## src/rtl/serial_tx_scheduler.sv

```systemverilog
// Round-robin transmit scheduler: grants one requester at a time and serialises
// its frame as start bit, destination port, length and payload, all MSB first.
module serial_tx_scheduler #(
  parameter int N_REQ  = 4,
  parameter int PORT_W = 2,
  parameter int LEN_W  = 4,
  parameter int DATA_W = 15,
  parameter int GAP    = 1
) (
  input  logic                      clk,
  input  logic                      rst,
  input  logic                      clkEn,
  input  logic [N_REQ-1:0]          req,
  input  logic [N_REQ*PORT_W-1:0]   req_port,
  input  logic [N_REQ*LEN_W-1:0]    req_len,
  input  logic [N_REQ*DATA_W-1:0]   req_data,
  output logic [N_REQ-1:0]          gnt,
  output logic                      SerOut,
  output logic                      busy,
  output logic                      Done
);

  localparam int PTR_W  = (N_REQ > 1) ? $clog2(N_REQ) : 1;
  localparam int SUM_W  = PTR_W + 1;
  localparam int FLD_W  = (PORT_W > LEN_W) ? PORT_W : LEN_W;
  localparam int SH_W   = (DATA_W > FLD_W) ? DATA_W : FLD_W;
  localparam int GAP_CW = $clog2(GAP) + 1;
  localparam int CNT_W  = (FLD_W > GAP_CW) ? FLD_W : GAP_CW;

  typedef enum logic [2:0] {
    S_IDLE, S_START, S_PORT, S_LEN, S_DATA, S_GAP
  } state_t;

  state_t              state_q, state_d;
  logic [PTR_W-1:0]    ptr_q, ptr_d;
  logic [N_REQ-1:0]    gnt_q, gnt_d;
  logic [CNT_W-1:0]    cnt_q, cnt_d;
  logic [SH_W-1:0]     sh_q, sh_d;
  logic [PORT_W-1:0]   port_q, port_d;
  logic [LEN_W-1:0]    len_q, len_d;
  logic [DATA_W-1:0]   data_q, data_d;

  logic                found;
  logic [PTR_W-1:0]    win;
  logic [SUM_W-1:0]    sum;

  // Search upward from ptr+1 with wrap; the first asserted request wins.
  always_comb begin
    found = 1'b0;
    win   = ptr_q;
    sum   = '0;
    for (int k = 1; k <= N_REQ; k++) begin
      sum = {1'b0, ptr_q} + SUM_W'(k);
      if (sum >= SUM_W'(N_REQ)) sum = sum - SUM_W'(N_REQ);
      if (!found && req[sum[PTR_W-1:0]]) begin
        found = 1'b1;
        win   = sum[PTR_W-1:0];
      end
    end
  end

  // NOTE: every variable gets its hold value before any branch, so no path
  // through this block can leave one unassigned and infer a latch.
  always_comb begin
    state_d = state_q;
    ptr_d   = ptr_q;
    gnt_d   = gnt_q;
    cnt_d   = cnt_q;
    sh_d    = sh_q;
    port_d  = port_q;
    len_d   = len_q;
    data_d  = data_q;
    if (clkEn) begin
      gnt_d = '0;
      cnt_d = cnt_q - 1'b1;
      sh_d  = sh_q << 1;
      unique case (state_q)
        S_IDLE: begin
          if (found) begin
            state_d = S_START;
            ptr_d   = win;
            gnt_d   = {{(N_REQ-1){1'b0}}, 1'b1} << win;
            port_d  = req_port[int'(win)*PORT_W +: PORT_W];
            len_d   = req_len[int'(win)*LEN_W +: LEN_W];
            data_d  = req_data[int'(win)*DATA_W +: DATA_W];
          end
        end
        S_START: begin
          state_d = S_PORT;
          cnt_d   = CNT_W'(PORT_W - 1);
          sh_d    = SH_W'(port_q) << (SH_W - PORT_W);
        end
        S_PORT: begin
          if (cnt_q == '0) begin
            state_d = S_LEN;
            cnt_d   = CNT_W'(LEN_W - 1);
            sh_d    = SH_W'(len_q) << (SH_W - LEN_W);
          end
        end
        S_LEN: begin
          if (cnt_q == '0) begin
            if (len_q != '0) begin
              state_d = S_DATA;
              cnt_d   = CNT_W'(len_q - 1'b1);
              // Left-align data[L-1:0]; bits above L fall off the top.
              sh_d    = SH_W'(data_q) << (SH_W - int'(len_q));
            end else begin
              state_d = S_GAP;
              cnt_d   = CNT_W'(GAP - 1);
            end
          end
        end
        S_DATA: begin
          if (cnt_q == '0) begin
            state_d = S_GAP;
            cnt_d   = CNT_W'(GAP - 1);
          end
        end
        S_GAP: begin
          if (cnt_q == '0) state_d = S_IDLE;
        end
        default: state_d = S_IDLE;
      endcase
    end
  end

  // NOTE: sequential state uses non-blocking assignments so every flop samples
  // the pre-edge values regardless of statement order.
  always_ff @(posedge clk) begin
    if (rst) begin
      state_q <= S_IDLE;
      ptr_q   <= PTR_W'(N_REQ - 1);
      gnt_q   <= '0;
      cnt_q   <= '0;
    end else begin
      state_q <= state_d;
      ptr_q   <= ptr_d;
      gnt_q   <= gnt_d;
      cnt_q   <= cnt_d;
    end
  end

  // NOTE: the latched fields and shifter are left unreset; they are always
  // loaded before the state machine reads them.
  always_ff @(posedge clk) begin
    sh_q   <= sh_d;
    port_q <= port_d;
    len_q  <= len_d;
    data_q <= data_d;
  end

  always_comb begin
    SerOut = 1'b1;
    unique case (state_q)
      S_START:              SerOut = 1'b0;
      S_PORT, S_LEN, S_DATA: SerOut = sh_q[SH_W-1];
      default:              SerOut = 1'b1;
    endcase
  end

  assign busy = (state_q != S_IDLE);
  assign Done = (state_q == S_GAP) && (cnt_q == CNT_W'(GAP - 1));
  assign gnt  = gnt_q;

endmodule

```

## config.mk

```make
export PLATFORM = sky130hd
export DESIGN_NAME = serial_tx_scheduler
export DESIGN_NICKNAME = d
export VERILOG_FILES = /design/src/rtl/serial_tx_scheduler.sv
export SDC_FILE = /design/constraint.sdc
export NUM_CORES = 1
export LEC_CHECK = 0
export CAP_MARGIN = 20
export CELL_PAD_IN_SITES_DETAIL_PLACEMENT = 0
export CELL_PAD_IN_SITES_GLOBAL_PLACEMENT = 1
export CORE_ASPECT_RATIO = 0.8
export CORE_MARGIN = 1.5
export CORE_UTILIZATION = 43
export CTS_BUF_LIST = sky130_fd_sc_hd__clkbuf_16
export DETAILED_ROUTE_END_ITERATION = 8
export DONT_BUFFER_PORTS = 1
export GPL_ROUTABILITY_DRIVEN = 0
export PLACE_DENSITY = 0.87
export SLEW_MARGIN = 20
export SYNTH_ARGS = -nofsm -noshare
export SYNTH_HDL_FRONTEND = slang
export SYNTH_SLANG_ARGS = --single-unit
```

## constraint.sdc

```tcl
create_clock -name clk -period 2.1 [get_ports clk]
set_input_delay 0.21 -clock clk [delete_from_list [all_inputs] [get_ports clk]]
set_output_delay 0.21 -clock clk [all_outputs]
set_load 0.005 [all_outputs]
```

### Yosys cells after proc, flatten, opt, wreduce, memory -nomap -nowiden

Index checks and enable logic that the tools add are counted.
Widths: inputs -> output; s select.

* $add $sub $neg: 11
* multipliers: 1
* divide/modulo/power cells: 0
* magnitude comparators: 8
* eq/ne operators: 10
* shifts and indexed selects: 5
* muxes and demuxes: 39
* bitwise gates (word level): 0
* reduce and logical (&&, ||, !) cells: 14

Operator list (count)
* $shiftx 60x7->15: 1
* $mux 15: 3
* $pmux 15 s3: 1
* $shl 15x32->15: 1
* $mux 4: 6
* $pmux 3 s6: 1
* $mux 2: 8
* $pmux 4 s4: 1
* $shiftx 16x5->4: 1
* $mux 3: 5
* $ge 3x3->1 const B: 4
* $lt 2x3->1 const B: 4
* $mux 1: 9
* $bmux 1 s2: 4
* $ne 2x2->1 const B: 4
* $shiftx 8x4->2: 1
* $sub 2x1->2 const B: 4
* $sub 4x1->4 const B: 2
* $add 2x2->3 const B: 2
* $eq 3x2->1 const B: 2
* $eq 3x3->1 const B: 2
* $mul 2x4->6 const B: 1
* $reduce_and 6->1: 1
* $sub 4x4->5 const A: 1
* other kinds (14): 19

* bits in registers: 49
* bits in latches: 0
* RAM bits: 0
* ROM bits: 0
* output and inout port bits: 7
* word-level logic and storage cells: 96
* memories: 0

### Depth between registers and ports, before layout

* depth in word-level cells: 18
* depth in mapped cells: 9
* depth with buffers taken out: 7

### Worst setup path after synthesis

Ideal clock, no wire load.

* path kind: flip-flop to flip-flop
* from: register len_q[0]
* to: register sh_q[11], data pin
* data arrival time: 1889 ps
* required time: 1841 ps
* slack: -48 ps
* stages on the path, launching flop included: 9
* buffers on the path: 2
* clock period less this slack: 2148 ps
* cell sequence: edfxtp_1 clkbuf_1 inv_1 ha_1 or3b_2 o2bb2ai_4 or2_4 buf_6 a211o_1

* cells in the longest elaborated chain, start to end: 5

Ends and longest elaborated chain
* start: declaration: line 40 `logic [LEN_W-1:0] len_q, len_d;`
* start signal: assignment: line 148 `len_q <= len_d;`
* $sub 4x4->5: line 106 `sh_d = SH_W'(data_q) << (SH_W - int'(len_q));`
* $shl 15x32->15: line 106
* $mux 15: line 102 `if (len_q != '0) begin`
* $mux 15: line 101 `if (cnt_q == '0) begin`
* $pmux 15 s3 *: line 77 `unique case (state_q)`
* end signal: assignment: line 146 `sh_q <= sh_d;`
* end: declaration: line 38 `logic [SH_W-1:0] sh_q, sh_d;`

Mark *: on every way between the ends. The rest lies on a longest branch, timed or not.
A chain may end at the register's enable or synchronous reset.

### Final worst setup path

* from: register cnt_q[1]
* to: register sh_q[10], data pin

* cells in the longest elaborated chain, start to end: 3

Ends and longest elaborated chain
* start: declaration: line 37 `logic [CNT_W-1:0] cnt_q, cnt_d;`
* start signal: assignment: line 139 `cnt_q <= cnt_d;`
* $logic_not 4->1 *: line 94, 101
* $mux 15, on equally long branches: line 101, 94
* $pmux 15 s3 *: line 77

Marks and branches as above.

==> run_results.csv <==
group,metric,value,unit
layout,diodes,0,
layout,final_area,3900,sq um
clocking,cts_buffer_depth,2,
synth,synthArstFlopShare,0,
layout,fill_cells,752,
power,power_density,801,nW/um^2
detailed_routing,post_drt_wl_per_cell,16.5,um
global_route,grt_pass1_vias,2622,
synth,yosysSeqAreaShare,0.384,
placement,hpwl,6080,um
clocking,cts_root_buffer,"clkbuf_16",
timing,rsz0062_at_grt,"false",
clocking,cts-htree-levels,2,
synth,ys_ff_latch,49,
timing,period_share,0.968,
worst_setup_path,worst-path-buf-inv,1,
worst_setup_path,reg2reg_depth,6,
floorplan,fp-row-count,29,
worst_setup_path,path_cells,"inv_2, ha_4, or3b_4, o2bb2ai_4, or2_4, a221o_2",
synth,yosys_warnings,0,
synth,synth_top_cell_by_area,"edfxtp_1",
power,p_leak,1.39,nW
detailed_routing,firstDrtPassIters,5,
timing,finalCriticalPeriod,2030,ps
layout,layout.cells.non_filler,486,
power,ir_worst_vdd,0.412,mV
worst_setup_path,slowest_delay,400,ps
layout,final_common_cell,"mux2i_1",
synth,synth.cell_area,3490,sq um
outcome,outcome,"finished clean",
run,cap_violations,0,
timing,max_freq,0.492,GHz
timing,finalSetupViolCount,0,
global_route,grt_pass1_wl,12800,um
synth,synth.area.top_cells,"edfxtp_1, mux2i_1, dfxtp_1",
floorplan,coreArea,7910,sq um
worst_hold_path,worstHoldPathCells,1,
placement,io_buffers,0,
timing,worst_hold_slack,15.0,ps
placement,pre_cts_slack,-19.0,ps
floorplan,fp.dieW,104,um
detailed_routing,drtIter0Drc,187,
worst_setup_path,required,2130,ps
worst_setup_path,worst-path-stages,6,
detailed_routing,avgViaCountPerCell,5.83,
global_route,grt_start_max_net_pins,52,
clocking,cts_buffers,5,
detailed_routing,ant_nets,0,
worst_setup_path,worst-path-max-fanout,6,
worst_setup_path,slowest_stage,"or3b_4",
clocking,clock_latency,290,ps
synth,synthesis.nets,467,
timing,drv_slew,0,
worst_setup_path,crit_arrival,2070,ps
layout,mostFrequentLayoutCells,"mux2i_1, edfxtp_1, nand2_1, a21oi_1, nor2_1",
detailed_routing,drc,0,
floorplan,design.die.area,8680,sq um
global_route,grt-ovfl-total,0,
synth,synth-edff-count,36,
clocking,clock_sinks,49,
worst_setup_path,cpLargestDelayFamily,"simple AND/OR/NAND/NOR gates",
synth,syn-mean-instance-area,9.34,sq um
timing,hold_viol_final,0,
global_route,grt.total_usage,0.182,
clocking,path_clk_slew,70,ps
timing,worstMarginPinSlew,446,ps
power,p_total,3.12,mW
synth,synth.top_cell.area_share,0.309,
worst_setup_path,critPathKind,"flop to flop",
synth,synthCells,374,
floorplan,initial_core_util,0.442,
layout,final_util,0.493,
layout,layout.nets,470,
timing,final.setup_skew,6.53,ps
layout,syn_to_final_growth,11.5,%
layout,drive_gt1_frac,0.172,
timing,setup_tns,0,ps
worst_setup_path,endpoint_kind,"flop",
worst_setup_path,cp-start-kind,"flop",
timing,slew-limit-headroom,0.700,
detailed_routing,drt_wl_total,8000,um
synth,synth_flop_cell,"edfxtp_1",
worst_hold_path,hp-class,"primary input to flop",
detailed_routing,vias,2835,
timing,layout_setup_ws,66.5,ps
floorplan,io-pin-count,98,
synth,ys_types,57,
clocking,cts_tree,"built",
placement,dp.cells,475,
layout,seqCellArea,1340,sq um
placement,postPlaceCellArea,3700,sq um
layout,multi_input_area,2010,sq um
floorplan,die_h,83.6,um
global_route,antenna_found_initial,0,
-- power breakdown --
| part | internal [mW] | switching [mW] | total (mW) |
|---|---|---|---|
| Clock | 0.442 | 0.350 | 0.792 |
| Sequential | 1.20 | 0.0750 | 1.27 |
| Combinational | 0.474 | 0.583 | 1.06 |
| Total | 2.11 | 1.01 | 3.12 |
-- state kept, by name, indices dropped and copies added, names as in the netlist --
| register | flops |
|---|---|
| data_q | 15 |
| sh_q | 15 |
| cnt_q | 4 |
| gnt | 4 |
| len_q | 4 |
| state_q | 3 |
| port_q | 2 |
| ptr_q | 2 |
-- synthesized netlist by cell type (4+ instances only) --
| master | instances |
|---|---|
| mux2i_1 | 39 |
| edfxtp_1 | 36 |
| a21oi_1 | 30 |
| nand2_1 | 30 |
| nor2_1 | 29 |
| nor2b_1 | 25 |
| a211oi_1 | 21 |
| o21ai_0 | 21 |
| dfxtp_1 | 13 |
| clkbuf_1 | 12 |
| nor3_1 | 10 |
| nand2b_1 | 8 |
| a22oi_1 | 7 |
| buf_2 | 7 |
| inv_1 | 6 |
| mux2_2 | 5 |
| a211o_1 | 4 |
| buf_4 | 4 |
| buf_6 | 4 |
| xnor2_1 | 4 |
-- what timing repair did --
item                                    4_1_cts  5_1_grt
pin swaps                                     0        2
hold buffers                                  1        0
endpoints found under the hold margin        11        0
setup buffers                                 0        1
resized for setup                             1        7
endpoints found under the setup margin        1        5
cloned                                        0        1
-- layer usage --
layer / global-route usage / part of all wire
met1: 0.258 / 0.47
met2: 0.294 / 0.46
met3: 0.0336 / 0.067
met4: 0.0290 / 0.0035
met5: 0 / 0
-- cell type report --
cell class,count,area share
multi-input combinational,288,0.517
sequential,49,0.344
inverter,8,0.00867
clock inverter,3,0.00514
tap,108,0.0347
clock buffer,5,0.0321
timing repair buffer,25,0.0584
-- worst reg2reg max path, delay by kind of cell, from the launching register on --
family | cells | cell delay, ps
adder cells (fa/ha/maj) | 1 | 150
buffers and inverters | 1 | 90
flip-flops | 1 | 330
AND/OR/NAND/NOR | 2 | 690
AO/OA/AOI/OAI | 2 | 530
-- final timing paths --
kind,from,endpoint,slack (ps)
worst max-delay path,cnt_q[1],sh_q[10],70
worst min-delay path,rst,ptr_q[0],20
worst max register to register,cnt_q[1],sh_q[10],70
worst min register to register,gnt[1],gnt[1],480
-- cells by family (layout without fill, tap and decap cells) --
family | after synthesis | count (layout) | share of synthesized area
compound gates | 110 | 110 | 0.216
xor+xnor | 4 | 4 | 0.0100
fa+ha+maj | 2 | 2 | 0.00716
buf+inv | 38 | 41 | 0.0562
flops | 49 | 49 | 0.384
mux | 45 | 45 | 0.134
simple gates | 126 | 127 | 0.193
Note: power is estimated with default switching activity, not from simulation.
